[src/rtl/apb_stdin_if.sv]
// APB bus bundle shared by the stdin block and its bus master.
// The Slave modport is the register-side view; Master drives the requests.
interface APB_BUS #(
    parameter int unsigned ADDR_WIDTH = 32,
    parameter int unsigned DATA_WIDTH = 32
);
    logic [ADDR_WIDTH-1:0] paddr;
    logic [DATA_WIDTH-1:0] pwdata;
    logic                  pwrite;
    logic                  psel;
    logic                  penable;
    logic [DATA_WIDTH-1:0] prdata;
    logic                  pready;
    logic                  pslverr;

    modport Master (
        output paddr, pwdata, pwrite, psel, penable,
        input  prdata, pready, pslverr
    );

    modport Slave (
        input  paddr, pwdata, pwrite, psel, penable,
        output prdata, pready, pslverr
    );
endinterface

[src/rtl/apb_stdin.sv]
// Host-to-core character queues: one byte FIFO per (cluster, core), drained over APB.
// Define APB_STDIN_DROP_EN to drop (and count) bytes sent to a full queue instead of stalling the host.
module apb_stdin #(
    parameter int unsigned N_CLUSTERS = 1,
    parameter int unsigned N_CORES    = 8,
    parameter int unsigned ADDR_WIDTH = 32,
    parameter int unsigned DATA_WIDTH = 32,
    parameter int unsigned FIFO_DEPTH = 16
) (
    input  logic       clk_i,
    input  logic       rst_ni,
    input  logic       in_valid_i,
    output logic       in_ready_o,
    input  logic [3:0] in_cl_i,
    input  logic [3:0] in_core_i,
    input  logic [7:0] in_data_i,
    APB_BUS.Slave      apb
);

    localparam int unsigned N_FIFOS = N_CLUSTERS * N_CORES;
    localparam int unsigned IDX_W   = (N_FIFOS > 1) ? $clog2(N_FIFOS) : 1;
    localparam int unsigned PTR_W   = $clog2(FIFO_DEPTH);
    localparam int unsigned CNT_W   = PTR_W + 1;

    typedef logic [PTR_W-1:0] ptr_t;
    typedef logic [CNT_W-1:0] cnt_t;
    typedef logic [IDX_W-1:0] idx_t;

    ptr_t       wr_ptr [N_FIFOS];
    ptr_t       rd_ptr [N_FIFOS];
    cnt_t       count  [N_FIFOS];
    logic [7:0] mem    [N_FIFOS][FIFO_DEPTH];

    logic [N_FIFOS-1:0] full;
    logic [N_FIFOS-1:0] empty;

    always_comb begin
        for (int unsigned f = 0; f < N_FIFOS; f++) begin
            full[f]  = (count[f] == cnt_t'(FIFO_DEPTH));
            empty[f] = (count[f] == '0);
        end
    end

    // Host side: indices outside the configured array are accepted and silently dropped.
    logic in_hit;
    idx_t in_idx;
    logic push_fire;

    assign in_hit    = ({28'd0, in_cl_i} < N_CLUSTERS) && ({28'd0, in_core_i} < N_CORES);
    assign in_idx    = idx_t'({28'd0, in_cl_i} * N_CORES + {28'd0, in_core_i});
    assign push_fire = in_valid_i && in_hit && !full[in_idx];

`ifdef APB_STDIN_DROP_EN
    logic       drop_fire;
    logic [15:0] drop_cnt [N_FIFOS];

    assign in_ready_o = 1'b1;
    assign drop_fire  = in_valid_i && in_hit && full[in_idx];

    always_ff @(posedge clk_i or negedge rst_ni) begin
        if (!rst_ni) begin
            for (int unsigned f = 0; f < N_FIFOS; f++) drop_cnt[f] <= '0;
        end else if (drop_fire && (drop_cnt[in_idx] != 16'hFFFF)) begin
            drop_cnt[in_idx] <= drop_cnt[in_idx] + 16'd1;
        end
    end
`else
    assign in_ready_o = !in_hit || !full[in_idx];
`endif

    // APB side: cluster in paddr[10:7], core in paddr[6:3], paddr[2] selects STATUS.
    logic [3:0] rd_cl;
    logic [3:0] rd_core;
    logic       is_status;
    logic       rd_hit;
    idx_t       rd_idx;
    logic       access;
    logic       pop_fire;

    assign rd_cl     = apb.paddr[10:7];
    assign rd_core   = apb.paddr[6:3];
    assign is_status = apb.paddr[2];
    assign rd_hit    = ({28'd0, rd_cl} < N_CLUSTERS) && ({28'd0, rd_core} < N_CORES);
    assign rd_idx    = idx_t'({28'd0, rd_cl} * N_CORES + {28'd0, rd_core});
    assign access    = apb.psel && apb.penable;
    assign pop_fire  = access && !apb.pwrite && rd_hit && !is_status && !empty[rd_idx];

    // NOTE: state registers use non-blocking assignments so every flop samples pre-edge values.
    always_ff @(posedge clk_i or negedge rst_ni) begin
        if (!rst_ni) begin
            for (int unsigned f = 0; f < N_FIFOS; f++) begin
                wr_ptr[f] <= '0;
                rd_ptr[f] <= '0;
                count[f]  <= '0;
            end
        end else begin
            for (int unsigned f = 0; f < N_FIFOS; f++) begin
                logic push_f;
                logic pop_f;
                push_f = push_fire && (in_idx == idx_t'(f));
                pop_f  = pop_fire && (rd_idx == idx_t'(f));
                if (push_f) wr_ptr[f] <= wr_ptr[f] + ptr_t'(1);
                if (pop_f)  rd_ptr[f] <= rd_ptr[f] + ptr_t'(1);
                unique case ({push_f, pop_f})
                    2'b10:   count[f] <= count[f] + cnt_t'(1);
                    2'b01:   count[f] <= count[f] - cnt_t'(1);
                    default: ;
                endcase
            end
        end
    end

    // NOTE: the byte storage has no reset; emptiness is tracked by the reset counters alone.
    always_ff @(posedge clk_i) begin
        if (push_fire) mem[in_idx][wr_ptr[in_idx]] <= in_data_i;
    end

    assign apb.pready = 1'b1;

    // NOTE: every output gets a default at the top of the block so no path infers a latch.
    always_comb begin
        apb.prdata  = '0;
        apb.pslverr = apb.psel && (apb.pwrite || !rd_hit);
        if (rd_hit && !apb.pwrite) begin
            if (is_status) begin
                apb.prdata[15:0] = 16'(count[rd_idx]);
`ifdef APB_STDIN_DROP_EN
                apb.prdata[31:16] = drop_cnt[rd_idx];
`endif
            end else if (empty[rd_idx]) begin
                apb.prdata = '1;
            end else begin
                apb.prdata[7:0] = mem[rd_idx][rd_ptr[rd_idx]];
            end
        end
    end

endmodule

[src/flat_wrapper.sv]
// flat-port wrapper written by rule: the top's interface ports become plain ports
module apb_stdin_flat 
#(
    parameter int unsigned N_CLUSTERS = 1,
    parameter int unsigned N_CORES    = 8,
    parameter int unsigned ADDR_WIDTH = 32,
    parameter int unsigned DATA_WIDTH = 32,
    parameter int unsigned FIFO_DEPTH = 16
)
  (clk_i, rst_ni, in_valid_i, in_ready_o, in_cl_i, in_core_i, in_data_i, apb_paddr, apb_pwdata, apb_pwrite, apb_psel, apb_penable, apb_prdata, apb_pready, apb_pslverr);
  APB_BUS #(.ADDR_WIDTH(ADDR_WIDTH), .DATA_WIDTH(DATA_WIDTH)) apb_i ();
  input  logic clk_i;
  input  logic rst_ni;
  input  logic in_valid_i;
  output logic in_ready_o;
  input  logic [3:0] in_cl_i;
  input  logic [3:0] in_core_i;
  input  logic [7:0] in_data_i;
  input wire logic [$bits(apb_i.paddr)-1:0] apb_paddr;
  input wire logic [$bits(apb_i.pwdata)-1:0] apb_pwdata;
  input wire logic [$bits(apb_i.pwrite)-1:0] apb_pwrite;
  input wire logic [$bits(apb_i.psel)-1:0] apb_psel;
  input wire logic [$bits(apb_i.penable)-1:0] apb_penable;
  output wire logic [$bits(apb_i.prdata)-1:0] apb_prdata;
  output wire logic [$bits(apb_i.pready)-1:0] apb_pready;
  output wire logic [$bits(apb_i.pslverr)-1:0] apb_pslverr;
  assign apb_i.paddr = apb_paddr;
  assign apb_i.pwdata = apb_pwdata;
  assign apb_i.pwrite = apb_pwrite;
  assign apb_i.psel = apb_psel;
  assign apb_i.penable = apb_penable;
  assign apb_prdata = apb_i.prdata;
  assign apb_pready = apb_i.pready;
  assign apb_pslverr = apb_i.pslverr;
  apb_stdin #(.N_CLUSTERS(N_CLUSTERS), .N_CORES(N_CORES), .ADDR_WIDTH(ADDR_WIDTH), .DATA_WIDTH(DATA_WIDTH), .FIFO_DEPTH(FIFO_DEPTH)) u_core (.clk_i(clk_i), .rst_ni(rst_ni), .in_valid_i(in_valid_i), .in_ready_o(in_ready_o), .in_cl_i(in_cl_i), .in_core_i(in_core_i), .in_data_i(in_data_i), .apb(apb_i));
endmodule
[config.mk]
export PLATFORM = sky130hd
export DESIGN_NAME = apb_stdin_flat
export DESIGN_NICKNAME = d
export VERILOG_FILES = /design/src/rtl/apb_stdin_if.sv /design/src/rtl/apb_stdin.sv /design/src/flat_wrapper.sv
export SDC_FILE = /design/constraint.sdc
export NUM_CORES = 1
export LEC_CHECK = 0
export CORE_ASPECT_RATIO = 0.5
export CORE_MARGIN = 4
export CORE_UTILIZATION = 65
export DETAILED_ROUTE_END_ITERATION = 8
export PLACE_DENSITY = 0.92
export SYNTH_ARGS = -nofsm -noshare
export SYNTH_HDL_FRONTEND = slang
export SYNTH_SLANG_ARGS = --single-unit
[constraint.sdc]
create_clock -name clk_i -period 6.3 [get_ports clk_i]
set_clock_uncertainty 0.1 [all_clocks]
set_input_delay 0.63 -clock clk_i [delete_from_list [all_inputs] [get_ports clk_i]]
set_output_delay 0.63 -clock clk_i [all_outputs]
set_load 0.05 [all_outputs]
Word-level counts from Yosys, hierarchy flattened
Memory sizes are Yosys's and may differ from the RTL's.
Cells that the tools add are included.
{ "word_totals": {"input_bits": 86, "n_memories": 1, "output_inout_bits": 35, "ramBits": 1024, "ff_bits": 104} }
{ "memory_table": {"columns": ["memory", "depth", "width", "read_ports", "rd_ports_with_merged_regs", "wr", "line", "rtl"], "rows": [
  ["u_core.mem", 8, 128, 1, 0, 1, "apb_stdin.sv:32", "logic [7:0] mem [N_FIFOS][FIFO_DEPTH];"]
]} }
{ "op_classes": {"n_reduce_logical": 54, "add_sub_neg": 34, "muxes": 33, "bitwise_logic": 4, "n_lt_le_gt_ge": 11, "eq_ne": 38} }
{ "op_table": {"columns": ["operator", "n"], "rows": [
  ["$mux W128", 1],
  ["$pmux W5 S2", 8],
  ["$add A4 B1 Y4 const B", 16],
  ["$add A5 B1 Y5 const B", 8],
  ["$eq A5 B5 Y1 const B", 8],
  ["$logic_not A5 Y1", 8],
  ["$sub A5 B1 Y5 const B", 8],
  ["$bmux W8 S4", 1],
  ["$demux W8 S4", 1],
  ["$mux W16", 2],
  ["$mux W32", 1],
  ["$mux W8", 4],
  ["$logic_and A1 B1 Y1", 28],
  ["$bmux W4 S3", 2],
  ["$eq A3 B3 Y1 const B", 8],
  ["$mux W24", 1],
  ["$eq A2 B1 Y1 const B", 8],
  ["$eq A2 B2 Y1 const B", 8],
  ["$mux W4", 4],
  ["$reduce_bool A2 Y1", 8],
  ["$bmux W5 S3", 1],
  ["$eq A3 B2 Y1 const B", 4],
  ["$ge A5 B5 Y1 const B", 2],
  ["$mux W5", 2],
  ["other kinds (14)", 32]
]} }

Depth between registers and ports, before layout
{ "logic_depth": {"word_depth": 12, "depth_mapped": 18, "mapped_depth_nobuf": 16} }

Worst setup path after synthesis
Ideal clock, no wire load.
{ "synth_timing": {"path_kind": "input port to output port", "start": "input port apb_paddr[3]", "end": "output port apb_prdata[2]", "slack_ns": 1.889, "arrival_time_ns": 3.681, "required_time_ns": 5.570, "path_stages": 9, "cell_sequence": "buf_4 buf_6 buf_4 buf_6 nor2_1 buf_2 a221oi_1 o211ai_1 a311oi_1"} }
{ "synth_via": {"elab_chain_cells": 12, "elab_cells_between_ends": 21, "classes_between": "1 x add/sub; 1 x order compare; 14 x mux; 2 x bitwise; 2 x reduce/logical; 1 x memory"} }
{ "synth_rtl": {"columns": ["element", "line", "rtl"], "rows": [
  ["from (decl)", "flat_wrapper.sv:19", "input wire logic [$bits(apb_i.paddr)-1:0] apb_paddr;"],
  ["$add A1 B3 Y3", "apb_stdin.sv:84", "assign rd_idx = idx_t'({28'd0, rd_cl} * N_CORES + {28'd0, rd_core});"],
  ["$not A3 Y4 (implied by the code)", "apb_stdin.sv:126, apb_stdin.sv:133", null],
  ["$bmux W4 S3", "apb_stdin.sv:133", "apb.prdata[7:0] = mem[rd_idx][rd_ptr[rd_idx]];"],
  ["$mux W4 (implied by the code) (2 in a row)", "apb_stdin.sv:133", null],
  ["$not A4 Y5 (implied by the code)", "apb_stdin.sv:133", null],
  ["$bmux W8 S4", "apb_stdin.sv:133", null],
  ["$mux W8 (implied by the code) (2 in a row)", "apb_stdin.sv:133", null],
  ["$mux W8", "apb_stdin.sv:130", "end else if (empty[rd_idx]) begin"],
  ["$mux W16", "apb_stdin.sv:125", "if (is_status) begin"],
  ["$mux W32 (*)", "apb_stdin.sv:124", "if (rd_hit && !apb.pwrite) begin"],
  ["to (decl)", "flat_wrapper.sv:24", "output wire logic [$bits(apb_i.prdata)-1:0] apb_prdata;"]
]} }
Every way passes the cells marked *; elsewhere a longest branch is shown, timed or not. The select of a mux whose other input is x is not followed.

Final worst setup path
{ "layout_timing": {"start": "input port apb_paddr[4]", "end": "output port apb_prdata[5]"} }
{ "layout_via": {"elab_chain_cells": 12, "elab_cells_between_ends": 18, "classes_between": "1 x add/sub; 1 x order compare; 11 x mux; 2 x bitwise; 2 x reduce/logical; 1 x memory"} }
{ "layout_rtl": {"columns": ["element", "line"], "rows": [
  ["$add A1 B3 Y3", "apb_stdin.sv:84"],
  ["$not A3 Y4 (implied by the code)", "apb_stdin.sv:133"],
  ["$bmux W4 S3", "apb_stdin.sv:133"],
  ["$mux W4 (implied by the code) (2 in a row)", "apb_stdin.sv:133"],
  ["$not A4 Y5 (implied by the code)", "apb_stdin.sv:133"],
  ["$bmux W8 S4", "apb_stdin.sv:133"],
  ["$mux W8 (implied by the code) (2 in a row)", "apb_stdin.sv:133"],
  ["$mux W8", "apb_stdin.sv:130"],
  ["$mux W16", "apb_stdin.sv:125"],
  ["$mux W32 (*)", "apb_stdin.sv:124"]
]} }
Marked as above.

==> results.sh <==
export IMPL_outcome="finished with violations"
export IMPL_violations="design-rule violations, negative setup slack"
export IMPL_io_pins=121
export IMPL_cts_hold_buf=1
export IMPL_dp_hpwl_mm=73.3
export IMPL_cts_resized=0
export IMPL_crit_type="in -> out"
export IMPL_fin_crit_sh=1.01
export IMPL_synth_edff_count=1024
export IMPL_cts_max_level=3
export IMPL_cp_start_kind="input port"
export IMPL_synthCells=2794
export IMPL_grt_overflow_total=0
export IMPL_use_met1=0.438
export IMPL_pwr_share_seq=0.549
export IMPL_numClockSinks=1128
export IMPL_relSlewSlack=0.126
export IMPL_hold_class="in -> reg"
export IMPL_start_util=0.659
export IMPL_internal_power_mw=11.5
export IMPL_place_port_buffers=64
export IMPL_maxSlewViolCount=0
export IMPL_syn_cell_area_sq_um=47000
export IMPL_p_sw_frac=0.229
export IMPL_place_gp_congestion=0.931
export IMPL_final_area_sq_um=51400
export IMPL_peakVddDrop_uv=198
export IMPL_crit_chain="buf_8, mux2_2, o22ai_1, buf_4, or2_2, buf_4, buf_4, nor2_1, o21ai_0, nand3_1, a31oi_1, buf_12"
export IMPL_wl_per_cell_um=35.4
export IMPL_die_area_sq_um=76900
export IMPL_period_needed_ns=6.34
export IMPL_placementRows=69
export IMPL_placed_cell_area_sq_um=48500
export IMPL_max_clock_freq_mhz=158
export IMPL_area_growth_pct=9.43
export IMPL_vias_per_cell=7.74
export IMPL_net_switching_power_mw=3.41
export IMPL_cts_made_buffers=92
export IMPL_worst_path_buf_inv=5
export IMPL_grt_antenna_before_repair=9
export IMPL_drive_gt1_frac=0.191
export IMPL_synth_top_area_frac=0.654
export IMPL_ys_async_sr_fraction=0.0922
export IMPL_grt_pass1_wl_mm=201
export IMPL_clk_latency_ns=0.68
export IMPL_core_area_sq_um=71300
export IMPL_drcViolationCount=2
export IMPL_rsz0062_at_grt="false"
export IMPL_worst_setup_path_end_kind="primary output"
export IMPL_worst_pin_slew_ns=1.31
export IMPL_track_usage=0.359
export IMPL_clk_pin_slew_worst_paths_ns=0.07
export IMPL_setup_viol=1
export IMPL_use_met2=0.542
export IMPL_ys_ff_latch=1128
export IMPL_p_leak_nw=17.3
export IMPL_ant_nets=0
export IMPL_crit_path_max_incr_delay_ns=0.97
export IMPL_synth_area_leader_cell="edfxtp_1"
export IMPL_worstPathRequired_ns=5.57
export IMPL_p_clk_frac=0.391
export IMPL_grt_most_used_layer="met2"
export IMPL_synth_area_top_cells="edfxtp_1 (65%), mux4_2 (6.6%), dfrtp_1 (5.5%), mux2_2 (4.1%), mux2i_1 (2.0%)"
export IMPL_synth_cell_type_count=65
export IMPL_combPwrFrac=0.060
export IMPL_syn_nets=2936
export IMPL_post_cts_buffers=0
export IMPL_nNetsFinal=2983
export IMPL_dr_pass1_iters=9
export IMPL_slowest_stage="o21ai_0"
export IMPL_grt_max_degree=125
export IMPL_crit_family="compound AO/OA/AOI/OAI gates"
export IMPL_place_inst=3704
export IMPL_instances_no_fill=3881
export IMPL_syn_avg_cell_area_sq_um=16.8
export IMPL_cap_violations=0
export IMPL_seq_area_frac_synth=0.710
export IMPL_hold_viol_final=0
export IMPL_die_x_um=388
export IMPL_routed_wirelength_mm=137
export IMPL_num_vias=30100
export IMPL_cts_tree="yes"
export IMPL_setup_slack_ns=-0.0441
export IMPL_clock_path_buffers=3
export IMPL_crit_top_cell="buf_4"
export IMPL_worstPathArrival_ns=5.61
export IMPL_yosysWarnings=0
export IMPL_ys_flop_type="edfxtp_1"
export IMPL_worstPathMaxFanout=60
export IMPL_grt_pass1_vias=29600
export IMPL_grt_met3_usage=0.155
export IMPL_cts_root_buf="clkbuf_16"
export IMPL_fp_dieH_um=198
export IMPL_drt_initial_drc_count=6587
export IMPL_p_per_area_nw_per_um2=290
[final cells by class]
type / count / area (sq um)
Sequential cell: 1128 / 33400
Timing Repair Buffer: 142 / 1340
Clock buffer: 116 / 2480
Tap cell: 958 / 1200
Multi-Input combinational cell: 1443 / 12400
Fill cell: 3551 / 19900
Clock inverter: 55 / 463
Inverter: 34 / 128
Antenna cell: 5 / 12.5
[power by group through the flow]
| stage | Clock, mW | Combinational [mW] | Sequential, mW |
|---|---|---|---|
| floorplan | 0 | 0.449 | 8.34 |
| global placement | 0 | 0.767 | 8.35 |
| detailed placement | 0 | 0.804 | 8.35 |
| CTS | 5.77 | 0.834 | 8.18 |
| global route | 6.11 | 0.898 | 8.18 |
| finish | 5.82 | 0.891 | 8.18 |
[cells by family after synthesis]
kind of cell             after synthesis  synth area share
XOR/XNOR                              88            0.0164
AO/OA/AOI/OAI                        430            0.0612
multiplexers                         403             0.127
AND/OR/NAND/NOR                      465            0.0432
adder cells (fa/ha/maj)               56            0.0162
other                                  1         0.0000798
flip-flops                          1128             0.710
buffers and inverters                223            0.0258
[routing by layer]
metal | vias up | part of all wire
met2 | 3636 | 0.44
met5 | - | 0.00076
li1 | 11100 | -
met4 | 10 | 0.081
met3 | 970 | 0.17
met1 | 14300 | 0.30
[Yosys cell counts (4+ instances only)]
cell and instances:
edfxtp_1 1024, nor2_1 209, mux2_2 172, mux4_2 137
nand2_1 125, o22ai_1 118, dfrtp_1 104, mux2i_1 93
a21oi_1 80, buf_4 64, clkbuf_1 64, xnor2_1 58
ha_1 48, buf_2 42, nand3_1 42, o21ai_0 42
inv_1 33, a211oi_1 31, xor2_1 30, o221ai_1 29
nand4_1 27, a22oi_1 21, a21o_1 16, a221oi_1 16
a31oi_1 16, a22o_1 12, buf_6 11, nor3_1 11
nor2b_1 10, nor4_1 10, a311oi_1 8, buf_1 8
fa_1 8, o211ai_1 8, a2bb2oi_1 6, and3_1 6
nand2b_1 6, a2111oi_0 4, and2_1 4, or3_1 4
[sequential cells by signal (all words and copies together), names as in the netlist]
signal,count
u_core.rd_ptr,32
u_core.mem,1024
u_core.count,40
u_core.wr_ptr,32
[stage by stage]
stage,setup WS [ns],hold WS [ns],setup TNS (ns),power (mW),util
after floorplan,1.89,0.234,0,8.79,-
final,-0.0441,0.259,-0.0441,14.9,0.721
after global routing,0.163,0.257,0,15.2,0.721
after detailed placement,0.696,0.364,0,9.15,0.679
after CTS,0.520,0.252,0,14.8,0.721
after global placement,0.791,0.356,0,9.11,0.679
[worst paths after layout]
kind | startpoint | end | slack (ns) | cells after the start
worst max-delay path | apb_paddr[4] | apb_prdata[5] | -0.04 | 12
worst min-delay path | in_data_i[0] | u_core.mem[1][72] | 0.26 | 1
worst max register to register | u_core.count[0] | u_core.mem[2][73] | 1.90 | 8
worst min register to register | u_core.rd_ptr[23] | u_core.rd_ptr[23] | 0.38 | 1
max in group asynchronous | rst_ni | u_core.count[35] | 4.48 | 3
min in group asynchronous | rst_ni | u_core.count[10] | 0.36 | 2
[placed cells by master (no fill, tap or decap), drive strengths merged, types with 13 or more instances in the layout]
cell           instances
a211oi                31
a21o                  16
a21oi                 80
a221oi                16
a22oi                 21
a31oi                 16
buf                   97
clkbuf               116
clkdlybuf4s50         44
clkinv                40
dfrtp                104
edfxtp              1024
ha                    48
inv                   37
mux2                 172
mux2i                 93
mux4                 138
nand2                125
nand3                 42
nand4                 27
nor2                 210
nor3                  13
o21ai                 43
o221ai                29
o22ai                118
xnor2                 58
xor2                  30
No activity file was read; power rests on OpenSTA's default activity.
